File: config.mk
export PLATFORM = sky130hd
export DESIGN_NAME = configurable_logic_element
export DESIGN_NICKNAME = d
export VERILOG_FILES = /design/src/rtl/configurable_logic_element.sv
export SDC_FILE = /design/constraint.sdc
export NUM_CORES = 1
export LEC_CHECK = 0
export BUFFER_PORTS_ARGS = -buffer_cell sky130_fd_sc_hd__buf_2
export CAP_MARGIN = 10
export CELL_PAD_IN_SITES_DETAIL_PLACEMENT = 0
export CELL_PAD_IN_SITES_GLOBAL_PLACEMENT = 2
export CORE_MARGIN = 10
export CORE_UTILIZATION = 45
export DETAILED_ROUTE_END_ITERATION = 12
export HOLD_SLACK_MARGIN = 0.15
export PLACE_DENSITY_LB_ADDON = 0.1
export SLEW_MARGIN = 20
export SYNTH_ARGS = -nofsm -noshare
export SYNTH_HDL_FRONTEND = slang
export SYNTH_SLANG_ARGS = --single-unit
File: constraint.sdc
create_clock -name clk -period 5.25 [get_ports clk]
set_input_delay 0.7875 -clock clk [delete_from_list [all_inputs] [get_ports clk]]
set_output_delay 0.7875 -clock clk [all_outputs]
set_load 0.01 [all_outputs]
File: src/rtl/configurable_logic_element.sv
// K-input logic element: 2^K-bit LUT, serial config chain, optional
// output register, fracturable into two (K-1)-input LUTs.
//
// Ports:
//   clk      fabric clock, rising edge
//   rst      asynchronous active-high reset
//   cfg_en   shift the config chain this cycle; outputs forced to 0
//   cfg_in   serial config data in
//   cfg_out  serial config data out (cfg_sr[0]) to the next element
//   ce       output register clock enable (user mode only)
//   data_in  LUT inputs
//   out_a    primary output
//   out_b    secondary output (fracture mode only, else 0)
//
// Chain layout, LSB first:
//   [N-1:0] table, [N] reg_mode, [N+1] fracture, [N+2] ff_init

module configurable_logic_element #(
  parameter int K = 6
) (
  input  logic         clk,
  input  logic         rst,
  input  logic         cfg_en,
  input  logic         cfg_in,
  output logic         cfg_out,
  input  logic         ce,
  input  logic [K-1:0] data_in,
  output logic         out_a,
  output logic         out_b
);

  localparam int N     = 2 ** K;
  localparam int CFG_W = N + 3;

  logic [CFG_W-1:0] cfg_sr;
  logic [N-1:0]     tbl;
  logic [K-2:0]     sub;
  logic             reg_mode;
  logic             fracture;
  logic             ff_init;
  logic             lut_a;
  logic             lut_b;
  logic             ff_a;
  logic             ff_b;
  logic             cfg_en_d;
  logic             cfg_done;

  assign tbl      = cfg_sr[N-1:0];
  assign reg_mode = cfg_sr[N];
  assign fracture = cfg_sr[N+1];
  assign ff_init  = cfg_sr[N+2];
  assign cfg_out  = cfg_sr[0];

  assign sub      = data_in[K-2:0];

  // Falling edge of cfg_en: the new image is complete this cycle.
  assign cfg_done = cfg_en_d & ~cfg_en;

  // Fractured: the top input bit is replaced by the half select,
  // so out_a reads the lower half and out_b the upper half.
  always_comb begin
    lut_a = tbl[data_in];
    lut_b = 1'b0;
    if (fracture) begin
      lut_a = tbl[{1'b0, sub}];
      lut_b = tbl[{1'b1, sub}];
    end
  end

  always_ff @(posedge clk or posedge rst) begin
    if (rst) begin
      cfg_sr   <= '0;
      cfg_en_d <= 1'b0;
      ff_a     <= 1'b0;
      ff_b     <= 1'b0;
    end else begin
      cfg_en_d <= cfg_en;
      if (cfg_en) begin
        cfg_sr <= {cfg_in, cfg_sr[CFG_W-1:1]};
      end
      if (cfg_done) begin
        ff_a <= ff_init;
        ff_b <= ff_init & fracture;
      end else if (!cfg_en && ce) begin
        ff_a <= lut_a;
        ff_b <= lut_b;
      end
    end
  end

  always_comb begin
    out_a = 1'b0;
    out_b = 1'b0;
    if (!cfg_en) begin
      if (reg_mode) begin
        out_a = ff_a;
        out_b = ff_b;
      end else begin
        out_a = lut_a;
        out_b = lut_b;
      end
    end
  end

endmodule

==> metrics, run 1 <==
IO Pins 14; Die W 105.0 um; xor/xnor share of the synthesized area 0%; I/O Buffers 13; Slew Limit Fails 0; fmax 302.2 MHz; commonest non-fill, non-tap cell in the layout dfrtp_1; gr usage total 10.78%; Worst VDD drop 0.1296 mV; critical-path cell list buf_2 -> mux2i_1 -> a211oi_1 -> nand3_1 -> nand4_1 -> a22oi_2 -> a211oi_2 -> buf_2; Yosys warning count 0; fraction of synthesized area in multiplexers 33.87%; vias in the first global route 1993; crit path launch type primary input; initial antenna violation count 0; Root Driver clkbuf_8; largest family of logic cells by synthesized area multiplexers; Hold EP cfg_sr[48]$_DFFE_PP0P_; core area 0.006907 mm2; CP max stage cell buf_2; CTS Sinks 70; Pre-antenna DRT Iters 4; Mean Syn Cell Area 13.85 um2; Die Span Y 105.0 um; Worst Hold Margin 528.3 ps; Worst R2R End ff_a$_DFFE_PP0P_; cell count after synthesis 235; Compound-Gate Fraction of Synth Area 4.075%; DRC errors left 0; nets 258; sequential element share of the synthesized area 53.83%; gr ovfl total 0; Max Cap Violations 0; initial drt markers 33; full die area 0.01103 mm2; CTS Buf Count 9; DR vias/cell 5.359; Core Rows 30; asr flop ratio synth 100.0%; final hold viol count 0; CP top delay family buffers and inverters; Yosys reg bits 70; Detailed Route WL 5.727 mm; setup slack after layout 1940 ps; syn_nets 246; Power Total 1.372 mW; Adder-Cell Fraction of Synth Area 0%; crit end category output pin; worst hold path type reg2reg; Initial Utilization 47.12%; Max-slew headroom 43.31%; ys flop type dfrtp_1; share of layout cells above drive strength 1 41.27%; first-pass GRT wire length 9.618 mm; post-synth cell types 30; critical path class in2out; CTS H-tree lvls 3; Critical Path Fanout Max 25; GPL Wtd Cong 0.7512; setup bufs post-CTS 0; Post-synth EDFFs 0; post-cts resize count 0; clk buf depth 2; Final Cycle Share 63.04%; Pwr Density 382.3 mW/mm2; Skew-Pair Late Insertion Delay 350 ps; pin count of the biggest net entering global routing 71; pre-CTS setup slack 1926 ps; top cell type's share of synthesized area 53.83%; clk slew on worst S/H paths 70 ps; origin of the critical flop-to-flop path cfg_sr[21]$_DFFE_PP0P_; synth-to-layout area growth 10.27%; simple-gate share of the synthesized area 5.959%; final worst path period need 3310 ps; setup_tns 0 ps; Req. time, crit path 4460 ps; Hold Startpoint cfg_sr[49]$_DFFE_PP0P_; ANT cells 0; Worst Tran Pin Value 850.4 ps; WP buf/inv 2; CTS Hold Bufs 0; CTS tree built; most used cell along the critical path buf_2; Register-to-Register Path Depth 6; reg-to-reg setup timing slack 3580 ps; status finished clean; Yosys top cell by area dfrtp_1; Arr. time, crit path 2520 ps; most frequent cells in the layout dfrtp_1 (70), mux2_2 (66), mux2i_1 (19); antenna-violating nets left 0; RSZ-0062 raised after global routing false; clock skew 10.59 ps; worst hold path cell count 1; Setup Viol. Count Final 0; routed via count 1865; P_leak 1.721 nW; synth top area cells dfrtp_1 (54%), mux2_2 (23%), mux2i_1 (5.8%), mux4_2 (2.8%), mux4_1 (2.4%); Cell Area, Synth 0.003254 mm2; hpwl dp 3.937 mm; post-detailed-route wirelength per cell 16.46 um; Core Util, Final 51.96%; Max stage delay on crit path 500 ps
## layout make-up
| cell class | instances | area, um2 |
|---|---|---|
| inverters | 2 | 7.507 |
| clock inverters | 4 | 45.04 |
| flip-flops and latches | 70 | 1752 |
| well taps | 96 | 120.1 |
| clock buffers | 12 | 155.1 |
| fillers | 615 | 3318 |
| multi-input cells | 149 | 1429 |
| repair buffers | 15 | 80.08 |
## through the flow
stage	std cells	instance area, um2
after detailed placement	332	3388
final	348	3588
after floorplan	235	3254
after global placement	332	3388
after global routing	348	3588
after CTS	348	3588
## power breakdown
group | switching [mW] | internal [mW] | leakage, nW
Sequential | 0.0771 | 0.643 | 0.930
Combinational | 0.0908 | 0.126 | 0.685
Clock | 0.192 | 0.243 | 0.106
Total | 0.360 | 1.01 | 1.72
## cells by family (layout without fill, tap and decap cells)
kind of cell,Yosys count,count (layout)
AND/OR/NAND/NOR,38,38
buffers and inverters,16,33
flip-flops,70,70
AO/OA/AOI/OAI,19,19
multiplexers,92,92
## metal layers
layer,wire [um],up-vias,global-route usage [%]
met2,2901,15,18.19
li1,-,890,-
met4,116,0,5.294
met3,132,10,3.071
met1,2577,950,12.23
met5,0,-,0
## cells in the mapped netlist, types with 3 or more instances
cell      instances
a21oi_1           5
a22oi_1           4
buf_1             5
buf_4             3
clkbuf_1          4
dfrtp_1          70
mux2_2           66
mux2i_1          19
mux4_1            3
mux4_2            4
nand2_1          11
nand3_1           7
nand3b_1          3
nor2_1            7
o21ai_0           3
## worst max path at each step
stage	startpoint	cells after the start	slack, ps	endpoint
final	data_in[1]	8	1940	out_a
after global routing	data_in[1]	8	1770	out_a
after CTS	data_in[1]	8	1910	out_a
after detailed placement	data_in[1]	8	1930	out_a
after global placement	data_in[1]	8	1950	out_a
after floorplan	data_in[1]	8	2450	out_a
## registers in the layout, indices dropped and copies added (netlist names)
| register | count |
|---|---|
| cfg_sr | 67 |
| ff_a | 1 |
| cfg_en_d | 1 |
| ff_b | 1 |
Power figures use the tool's default switching activity.
==> inputs of run 2 (changes only) <==
--- a/config.mk
+++ b/config.mk
@@ -10,7 +10,7 @@
 export CELL_PAD_IN_SITES_DETAIL_PLACEMENT = 0
 export CELL_PAD_IN_SITES_GLOBAL_PLACEMENT = 2
 export CORE_MARGIN = 10
-export CORE_UTILIZATION = 45
+export CORE_UTILIZATION = 40
 export DETAILED_ROUTE_END_ITERATION = 12
 export HOLD_SLACK_MARGIN = 0.15
 export PLACE_DENSITY_LB_ADDON = 0.1
==> constraint.sdc (replaced) <==
create_clock -name clk -period 2.8 [get_ports clk]
set_input_delay 0.42 -clock clk [delete_from_list [all_inputs] [get_ports clk]]
set_output_delay 0.42 -clock clk [all_outputs]
set_load 0.01 [all_outputs]
==> metrics, run 2 (same netlist as run 1, synthesis figures left out) <==
status finished clean; DRC errors left 0 (unchanged); crit end category output pin; Root Driver clkbuf_8; Skew-Pair Late Insertion Delay 340 ps (about the same); power share of the combinational group 15.8% (about the same); Final Cycle Share 90.93%; setup_tns 0 ps (unchanged); CTS Hold Bufs 0 (unchanged); first-pass GRT wire length 10.09 mm (+4.9%); Core Rows 32 (+6.7%); DR vias/cell 5.157 (-3.8%); Seq pwr share 50.9% (-1.6 points); gr ovfl total 0 (unchanged); Critical Path Fanout Max 13 (-48%); Worst R2R End ff_a$_DFFE_PP0P_; multi-input logic area 0.001429 mm2 (unchanged); CP max stage cell mux4_1; origin of the critical flop-to-flop path cfg_sr[17]$_DFFE_PP0P_; reg-to-reg setup timing slack 1040 ps (-2540 ps); fmax 392.7 MHz; CTS Sinks 70 (unchanged); CP top delay family multiplexers; Power Total 2.647 mW (+93%); post-cts resize count 0 (unchanged); antenna-violating nets left 0 (unchanged); synth-to-layout area growth 12.53%; initial antenna violation count 0 (unchanged); clk slew on worst S/H paths 70 ps (about the same); Die W 110.2 um (+4.9%); nets 260 (+0.78%); hpwl dp 3.955 mm (+0.45%); final hold viol count 0 (unchanged); Initial Utilization 41.68% (-5.4 points); share of layout cells above drive strength 1 41.73% (+0.46 points); Filler Cell Count 733 (+19%); post-detailed-route wirelength per cell 16.44 um (about the same); Net Sw Power 0.6992 mW (+94%); Max stage delay on crit path 610 ps (+110 ps); Pwr Density 722.7 mW/mm2 (+89%); Slew Limit Fails 0 (unchanged); Max-slew headroom 55.00% (+12 points); full die area 0.01214 mm2 (+10%); ANT cells 0 (unchanged); WP buf/inv 2 (unchanged); GPL Wtd Cong 0.7064 (-6.0%); final worst path period need 2546 ps; initial drt markers 40 (+21%); commonest non-fill, non-tap cell in the layout dfrtp_1; CTS H-tree lvls 3 (unchanged); Arr. time, crit path 2130 ps (-390 ps); I/O Buffers 13 (unchanged); worst hold path type in2async; max FFs per register 67 (unchanged); Reg with most FFs cfg_sr; clock share of power 33.2% (+1.5 points); gr usage total 10.62% (-0.16 points); Die Span Y 110.2 um (+4.9%); crit path launch type primary input; internal power 1.948 mW (+93%); clk buf depth 2 (unchanged); critical path class in2out; Pre-antenna DRT Iters 4 (unchanged); Worst Tran Pin Value 674.0 ps (-176.3 ps); CTS Buf Count 9 (unchanged); most used cell along the critical path buf_2; critical-path cell list buf_2 -> mux4_1 -> mux2i_1 -> or3_1 -> o221ai_1 -> a22oi_2 -> a211oi_2 -> buf_2; routed via count 1836 (-1.6%); Max Cap Violations 0 (unchanged); switching share of power 26.42% (+0.16 points); Register-to-Register Path Depth 6 (unchanged); clock skew 10.02 ps (-0.5682 ps); vias in the first global route 1899 (-4.7%); storage element area 0.001752 mm2 (unchanged); Detailed Route WL 5.854 mm (+2.2%); Worst VDD drop 0.2314 mV (+79%); core area 0.007807 mm2 (+13%); pin count of the biggest net entering global routing 41 (-42%); P_leak 1.744 nW (+1.4%); setup bufs post-CTS 0 (unchanged); Req. time, crit path 2380 ps (-2080 ps); CTS tree built; Setup Viol. Count Final 0 (unchanged); IO Pins 14 (unchanged); most frequent cells in the layout dfrtp_1 (70), mux2_2 (66), mux2i_1 (19); RSZ-0062 raised after global routing false
-- run 2: power groups by stage --
stage	sequential [mW]	clock, mW	combinational, mW
5_1_grt	1.38	0.954	0.469
6_report	1.35	0.879	0.419
4_1_cts	1.35	0.911	0.432
3_3_place_gp	1.37	0	0.419
3_5_place_dp	1.37	0	0.431
2_1_floorplan	1.32	0	0.346
-- run 2: worst reg2reg max path: cells and delay by family (launching register included) --
family          cells  cell delay, ps
flops               1             390
mux                 2             640
simple gates        1             110
compound gates      3             480
-- run 2: per-stage QoR --
stage | setup WS (ps) | hold WS [ps] | util, % | instance area [um2] | cells
finish | 253.8 | 177.8 | 46.91 | 3662 | 356
global route | 98.83 | 231.1 | 46.91 | 3662 | 356
CTS | 212.6 | 186.8 | 46.91 | 3662 | 356
detailed placement | 210.7 | 508.2 | 44.17 | 3448 | 340
global placement | 238.1 | 513.9 | 44.17 | 3448 | 340
floorplan | 611.8 | 451.4 | - | 3254 | 235
-- run 2: final cells by class --
| cell class | instances | area share, % |
|---|---|---|
| clock buffers | 10 | 3.485 |
| inverters | 2 | 0.2050 |
| flip-flops and latches | 70 | 47.83 |
| well taps | 102 | 3.485 |
| clock inverters | 6 | 2.357 |
| multi-input cells | 149 | 39.02 |
| repair buffers | 17 | 3.621 |
-- run 2: how the worst max path moves through the flow --
| stage | from | end | cells after the start | slack [ps] |
|---|---|---|---|---|
| global route | data_in[0] | out_a | 8 | 100 |
| floorplan | rst | cfg_en_d$_DFF_PP0_ | 1 | 610 |
| finish | data_in[0] | out_a | 8 | 250 |
| CTS | data_in[0] | out_a | 8 | 210 |
| detailed placement | data_in[0] | out_a | 8 | 210 |
| global placement | data_in[0] | out_a | 8 | 240 |
-- run 2: routing by layer --
layer | global-route usage (%) | vias up | routed length, um
li1 | - | 895 | -
met1 | 15.41 | 913 | 3136
met5 | 0 | - | 0
met3 | 2.786 | 10 | 188
met2 | 14.06 | 18 | 2405
met4 | 5.505 | 0 | 123
